$ cat src/rtl/fetch_unit.sv
// ----------------------------------------------------------------------------
// fetch_unit
//   Instruction-fetch sequencer sitting in front of a 1-cycle synchronous ROM.
//   The address driven on pc_out in cycle t returns on rom_inst in cycle t+1.
//   Issues one instruction per cycle, resolves JMP / taken BRC redirects
//   locally (one bubble to squash the wrong-path word), and supports stall,
//   start and a programmable end address.
//
// Ports
//   clk          system clock
//   reset        synchronous, active-high reset
//   start        IDLE -> RUN, or DONE -> IDLE; ignored in RUN/FILL
//   stall        downstream not ready; hold the currently issued instruction
//   branch_flag  branch condition, sampled while a BRC is issued
//   rom_inst     instruction word returned by the ROM
//   pc_out       address presented to the ROM
//   inst_out     issued instruction (straight from rom_inst)
//   inst_valid   inst_out is a valid issued instruction
//   inst_pc      address of inst_out
//   redirect     one-cycle pulse when a JMP / taken BRC is accepted
//   done         high while the run has finished
// ----------------------------------------------------------------------------
module fetch_unit #(
    parameter logic [7:0] START_PC = 8'd0,
    parameter logic [7:0] END_PC   = 8'd255
) (
    input  logic       clk,
    input  logic       reset,
    input  logic       start,
    input  logic       stall,
    input  logic       branch_flag,
    input  logic [8:0] rom_inst,
    output logic [7:0] pc_out,
    output logic [8:0] inst_out,
    output logic       inst_valid,
    output logic [7:0] inst_pc,
    output logic       redirect,
    output logic       done
);

    typedef enum logic [1:0] {IDLE, RUN, FILL, DONE} state_t;

    state_t     state;
    logic [7:0] fetch_pc;   // address currently being read from the ROM
    logic [7:0] issue_pc;   // address of the word now on rom_inst

    logic       is_jmp;
    logic       is_brc;
    logic       take;
    logic       redirect_now;
    logic [7:0] target;

    // Decode of the word being issued this cycle.
    // NOTE: every signal assigned in always_comb gets a value on every path
    // (defaults first), otherwise synthesis infers a latch.
    always_comb begin
        is_jmp = (rom_inst[8:6] == 3'b111);
        is_brc = (rom_inst[8:3] == 6'b010101);
        target = issue_pc + 8'd1 + {5'd0, rom_inst[2:0]};
        if (is_jmp) begin
            target = {rom_inst[5:0], 2'b00};
        end
        take         = is_jmp || (is_brc && branch_flag);
        // Stall wins, and a branch sitting at END_PC is never taken.
        redirect_now = (state == RUN) && !stall && (issue_pc != END_PC) && take;
    end

    // Reset forces the visible outputs idle in the same cycle it is raised,
    // not only after the next edge.
    always_comb begin
        inst_out   = rom_inst;
        inst_pc    = issue_pc;
        inst_valid = !reset && (state == RUN);
        done       = !reset && (state == DONE);
        redirect   = !reset && redirect_now;
        // Under stall the ROM re-reads the issued address so inst_out stays put.
        if (reset) begin
            pc_out = START_PC;
        end else if (state == RUN && stall) begin
            pc_out = issue_pc;
        end else begin
            pc_out = fetch_pc;
        end
    end

    // NOTE: sequential state uses non-blocking assignments so every register
    // samples the pre-edge values, independent of statement order.
    always_ff @(posedge clk) begin
        if (reset) begin
            state    <= IDLE;
            fetch_pc <= START_PC;
            issue_pc <= 8'd0;
        end else begin
            case (state)
                IDLE: begin
                    // Hold START_PC on the ROM so the first word is preloaded.
                    fetch_pc <= START_PC;
                    if (start) begin
                        state    <= RUN;
                        issue_pc <= START_PC;
                        fetch_pc <= START_PC + 8'd1;
                    end
                end
                RUN: begin
                    if (!stall) begin
                        if (issue_pc == END_PC) begin
                            state <= DONE;
                        end else if (take) begin
                            fetch_pc <= target;
                            state    <= FILL;
                        end else begin
                            issue_pc <= fetch_pc;
                            fetch_pc <= fetch_pc + 8'd1;
                        end
                    end
                end
                FILL: begin
                    // rom_inst holds the squashed wrong-path word; the target
                    // is already being read, so resume issuing next cycle.
                    state    <= RUN;
                    issue_pc <= fetch_pc;
                    fetch_pc <= fetch_pc + 8'd1;
                end
                DONE: begin
                    if (start) begin
                        fetch_pc <= START_PC;
                        state    <= IDLE;
                    end
                end
                default: state <= IDLE;
            endcase
        end
    end

endmodule

$ cat config.mk
export PLATFORM = sky130hd
export DESIGN_NAME = fetch_unit
export DESIGN_NICKNAME = d
export VERILOG_FILES = /design/src/rtl/fetch_unit.sv
export SDC_FILE = /design/constraint.sdc
export NUM_CORES = 1
export LEC_CHECK = 0
export ABC_AREA = 1
export BUFFER_PORTS_ARGS = -buffer_cell sky130_fd_sc_hd__buf_4
export CORE_ASPECT_RATIO = 0.6
export CORE_MARGIN = 3
export CORE_UTILIZATION = 38
export DETAILED_ROUTE_END_ITERATION = 7
export HOLD_SLACK_MARGIN = 0.05
export PLACE_DENSITY = 0.69
export SYNTH_ARGS = -nofsm -noshare
export SYNTH_HDL_FRONTEND = slang
export SYNTH_SLANG_ARGS = --single-unit
$ cat constraint.sdc
create_clock -name clk -period 2.16 [get_ports clk]
set_input_delay 0.432 -clock clk [delete_from_list [all_inputs] [get_ports clk]]
set_output_delay 0.432 -clock clk [all_outputs]
set_load 0.1 [all_outputs]
==> flow_results.xml <==
<?xml version="1.0" encoding="UTF-8"?>
<metrics>
  <group name="setup_path">
    <metric name="reg2reg_setup_slack" unit="ns">0.34</metric>
    <metric name="worst-path-max-fanout" unit="">8</metric>
    <metric name="cpMaxStageDelayCell" unit="">dfxtp_2</metric>
    <metric name="critical_path_buf_inv_count" unit="">3</metric>
    <metric name="path_class" unit="">flop to output pin</metric>
    <metric name="critPathLaunchType" unit="">flop</metric>
    <metric name="slowest_delay" unit="ns">0.34</metric>
    <metric name="worst_ep_arrival_time" unit="ns">1.66</metric>
    <metric name="path_cells" unit="">inv_2, ha_4, inv_4, nor2_4, nand2_2, nor3b_4, buf_4</metric>
    <metric name="required_time_at_the_worst_slack_endpoint" unit="ns">1.73</metric>
    <metric name="worstSetupEndpointType" unit="">output pin</metric>
    <metric name="cell_family_contributing_the_most_delay_on_the_critical_path" unit="">buffers and inverters</metric>
  </group>
  <group name="synth">
    <metric name="post-synth-top-count-cell" unit="">nand2_1</metric>
    <metric name="synth_top_cells_by_count" unit="">90 x nand2_1, 36 x inv_1, 27 x nor2_1</metric>
    <metric name="yosys_warnings" unit="">0</metric>
    <metric name="synth-edff-count" unit="">0</metric>
    <metric name="post_synth_num_cell_types" unit="">32</metric>
    <metric name="synth_sequential_area_ratio" unit="%">20.2</metric>
    <metric name="post_synth_instance_area" unit="um^2">1790</metric>
    <metric name="synth.top_cells.by_area" unit="">dfxtp_1 20%, nand2_1 19%, inv_1 7.6%</metric>
    <metric name="synth.top_cell.area_share" unit="%">20.2</metric>
    <metric name="postSynth.asyncResetShare" unit="%">0</metric>
    <metric name="netlist.top_cell.by_area" unit="">dfxtp_1</metric>
    <metric name="mappedNetlistNets" unit="">312</metric>
    <metric name="syn-mean-instance-area" unit="um^2">6.23</metric>
    <metric name="ys_seq_elements" unit="">18</metric>
    <metric name="post_synth_inst_count" unit="">287</metric>
    <metric name="synthFlopType" unit="">dfxtp_1</metric>
  </group>
  <group name="final_layout">
    <metric name="fraction_of_final_layout_cells_with_drive_strength_greater_than_1" unit="%">31.7</metric>
    <metric name="fin_util" unit="%">54.0</metric>
    <metric name="final_net_count" unit="">348</metric>
    <metric name="fillCellCount" unit="">427</metric>
    <metric name="area_delta_synth_final" unit="%">30.0</metric>
    <metric name="multi_input_area" unit="um^2">1280</metric>
    <metric name="final_design_area_no_fill" unit="um^2">2320</metric>
    <metric name="ff_latch_area" unit="um^2">373</metric>
    <metric name="ant_diodes" unit="">0</metric>
  </group>
  <group name="clock_network">
    <metric name="cts_made_buffers" unit="">3</metric>
    <metric name="cts_buffer_depth" unit="">2</metric>
    <metric name="cts-hold-fix-buffers" unit="">0</metric>
    <metric name="cts.clk_slew.worst_paths" unit="ns">0.07</metric>
    <metric name="clkLatencyLatePin" unit="ns">0.26</metric>
    <metric name="h-tree-depth" unit="">1</metric>
    <metric name="cts_tree" unit="">yes</metric>
    <metric name="cts_root_buffer" unit="">clkbuf_8</metric>
    <metric name="cts.sinks" unit="">18</metric>
  </group>
  <group name="place">
    <metric name="dpl_worst_slack" unit="ns">0.121</metric>
    <metric name="dpl-instance-area" unit="um^2">2230</metric>
    <metric name="globalplace.congestion" unit="">0.881</metric>
    <metric name="dp_hpwl" unit="mm">4.19</metric>
    <metric name="io_buffers" unit="">41</metric>
  </group>
  <group name="timing">
    <metric name="rsz0062_at_grt" unit="">yes</metric>
    <metric name="max_slew_margin" unit="%">70.1</metric>
    <metric name="finalSetupViolations" unit="">0</metric>
    <metric name="timing_max_transition_violations_final" unit="">0</metric>
    <metric name="hold_viol_final" unit="">0</metric>
    <metric name="fin_worst_hold_slack" unit="ns">0.540</metric>
    <metric name="timing.final.ws_setup" unit="ns">0.0722</metric>
    <metric name="skew" unit="ns">0.00225</metric>
    <metric name="tightestPinTransition" unit="ns">0.448</metric>
    <metric name="clock.fmax" unit="MHz">479</metric>
    <metric name="min_period_over_period" unit="%">96.7</metric>
    <metric name="fin_crit" unit="ns">2.09</metric>
  </group>
  <group name="die">
    <metric name="die_width" unit="um">94.5</metric>
    <metric name="floorplan.initialDensity" unit="%">41.5</metric>
    <metric name="rows" unit="">18</metric>
    <metric name="ios" unit="">42</metric>
    <metric name="floorplan.die.height" unit="um">59.1</metric>
    <metric name="core-area" unit="um^2">4300</metric>
    <metric name="die-area" unit="um^2">5590</metric>
  </group>
  <group name="routing">
    <metric name="drt_first_pass_iters" unit="">4</metric>
    <metric name="detail_route.wl_per_cell" unit="um">13.3</metric>
    <metric name="drtIter0Drc" unit="">121</metric>
    <metric name="drc" unit="">0</metric>
    <metric name="finalWirelength" unit="mm">5.07</metric>
    <metric name="final_antenna_net_count" unit="">0</metric>
    <metric name="post_drt_via_cell_ratio" unit="">4.91</metric>
    <metric name="detailroute.via_count" unit="">1874</metric>
  </group>
  <group name="grt">
    <metric name="grt_overflow_total" unit="">0</metric>
    <metric name="antenna_found_initial" unit="">0</metric>
    <metric name="grt_start_max_net_pins" unit="">17</metric>
    <metric name="first_pass_grt_wire_length" unit="mm">8.16</metric>
    <metric name="vias_in_the_first_global_route" unit="">1663</metric>
    <metric name="track_usage" unit="%">18.9</metric>
  </group>
  <group name="power_and_ir_drop">
    <metric name="leakage" unit="uW">0.00112</metric>
    <metric name="p_per_area" unit="nW/um^2">1310</metric>
    <metric name="fin_total_pwr" unit="uW">3050</metric>
    <metric name="ir_worst_vdd" unit="mV">0.986</metric>
  </group>
  <group name="min_path">
    <metric name="hold_class" unit="">flop to flop</metric>
  </group>
  <group name="outcome">
    <metric name="outcome" unit="">completed</metric>
  </group>
  <group name="run">
    <metric name="maxCapViolations" unit="">0</metric>
  </group>
</metrics>
-- registers in the layout, summed over array words and instances, names as in the netlist --
signal,cells
inst_pc,8
state,2
fetch_pc,8
-- stage by stage --
stage | instances | setup TNS [ns]
3_3_place_gp | 378 | 0
3_5_place_dp | 378 | 0
2_1_floorplan | 287 | -0.545
6_report | 382 | 0
4_1_cts | 382 | 0
5_1_grt | 382 | -0.0226
-- layer usage --
| layer | global-route usage (%) | wire (um) |
|---|---|---|
| met5 | 0 | 0 |
| met4 | 3.29 | 40 |
| met3 | 4.06 | 430 |
| met2 | 27.0 | 1990 |
| met1 | 29.0 | 2620 |
-- final timing paths --
path                               start    endpoint  cells after the start
worst min-delay path            state[1]    state[1]                      2
worst max register to register  state[1]  inst_pc[0]                      9
worst max-delay path            state[1]    redirect                      7
worst min register to register  state[1]    state[1]                      2
-- cells by family (layout without fill, tap and decap cells) --
| group | Yosys count | count (layout) | share of synthesized area (%) |
|---|---|---|---|
| compound gates | 42 | 42 | 13.7 |
| xor+xnor | 2 | 2 | 0.981 |
| simple gates | 158 | 158 | 41.4 |
| buf+inv | 56 | 91 | 15.6 |
| fa+ha+maj | 11 | 11 | 8.12 |
| flops | 18 | 18 | 20.2 |
-- area by class of cell --
cell class | count | share of cell area (%)
Multi-Input combinational cell | 213 | 55.1
Inverter | 37 | 6.09
Timing Repair Buffer | 50 | 17.2
Tap cell | 60 | 3.23
Sequential cell | 18 | 16.0
Clock buffer | 4 | 2.37
-- worst reg2reg max path: cells and delay by family, from the launching register on --
family / cells / cell delay (ns)
AO/OA/AOI/OAI: 1 / 0.05
adder cells (fa/ha/maj): 1 / 0.22
buffers and inverters: 3 / 0.44
flip-flops: 1 / 0.35
AND/OR/NAND/NOR: 4 / 0.70
-- power by group --
part	switching (uW)	total, uW	internal, uW
Combinational	1550	2150	601
Sequential	182	620	438
Clock	120	282	162
Total	1850	3050	1200
-- cells in the final DEF, fill, tap and decap left out, drive strengths merged --
cell / instances
inv: 37
dfxtp: 18
nand2: 94
or2: 1
a31oi: 1
xor2: 1
nand4: 7
nor2: 33
clkbuf: 4
buf: 50
nor3b: 1
xnor2: 1
fa: 1
nand3: 19
nand3b: 3
a21oi: 19
ha: 10
o21ai: 22
-- what timing repair did --
item | 4_1_cts | 5_1_grt
resized for setup | 3 | 10
cloned | 0 | 0
setup buffers | 0 | 0
endpoints found under the setup margin | 8 | 8
(Power assumes the default switching activity.)
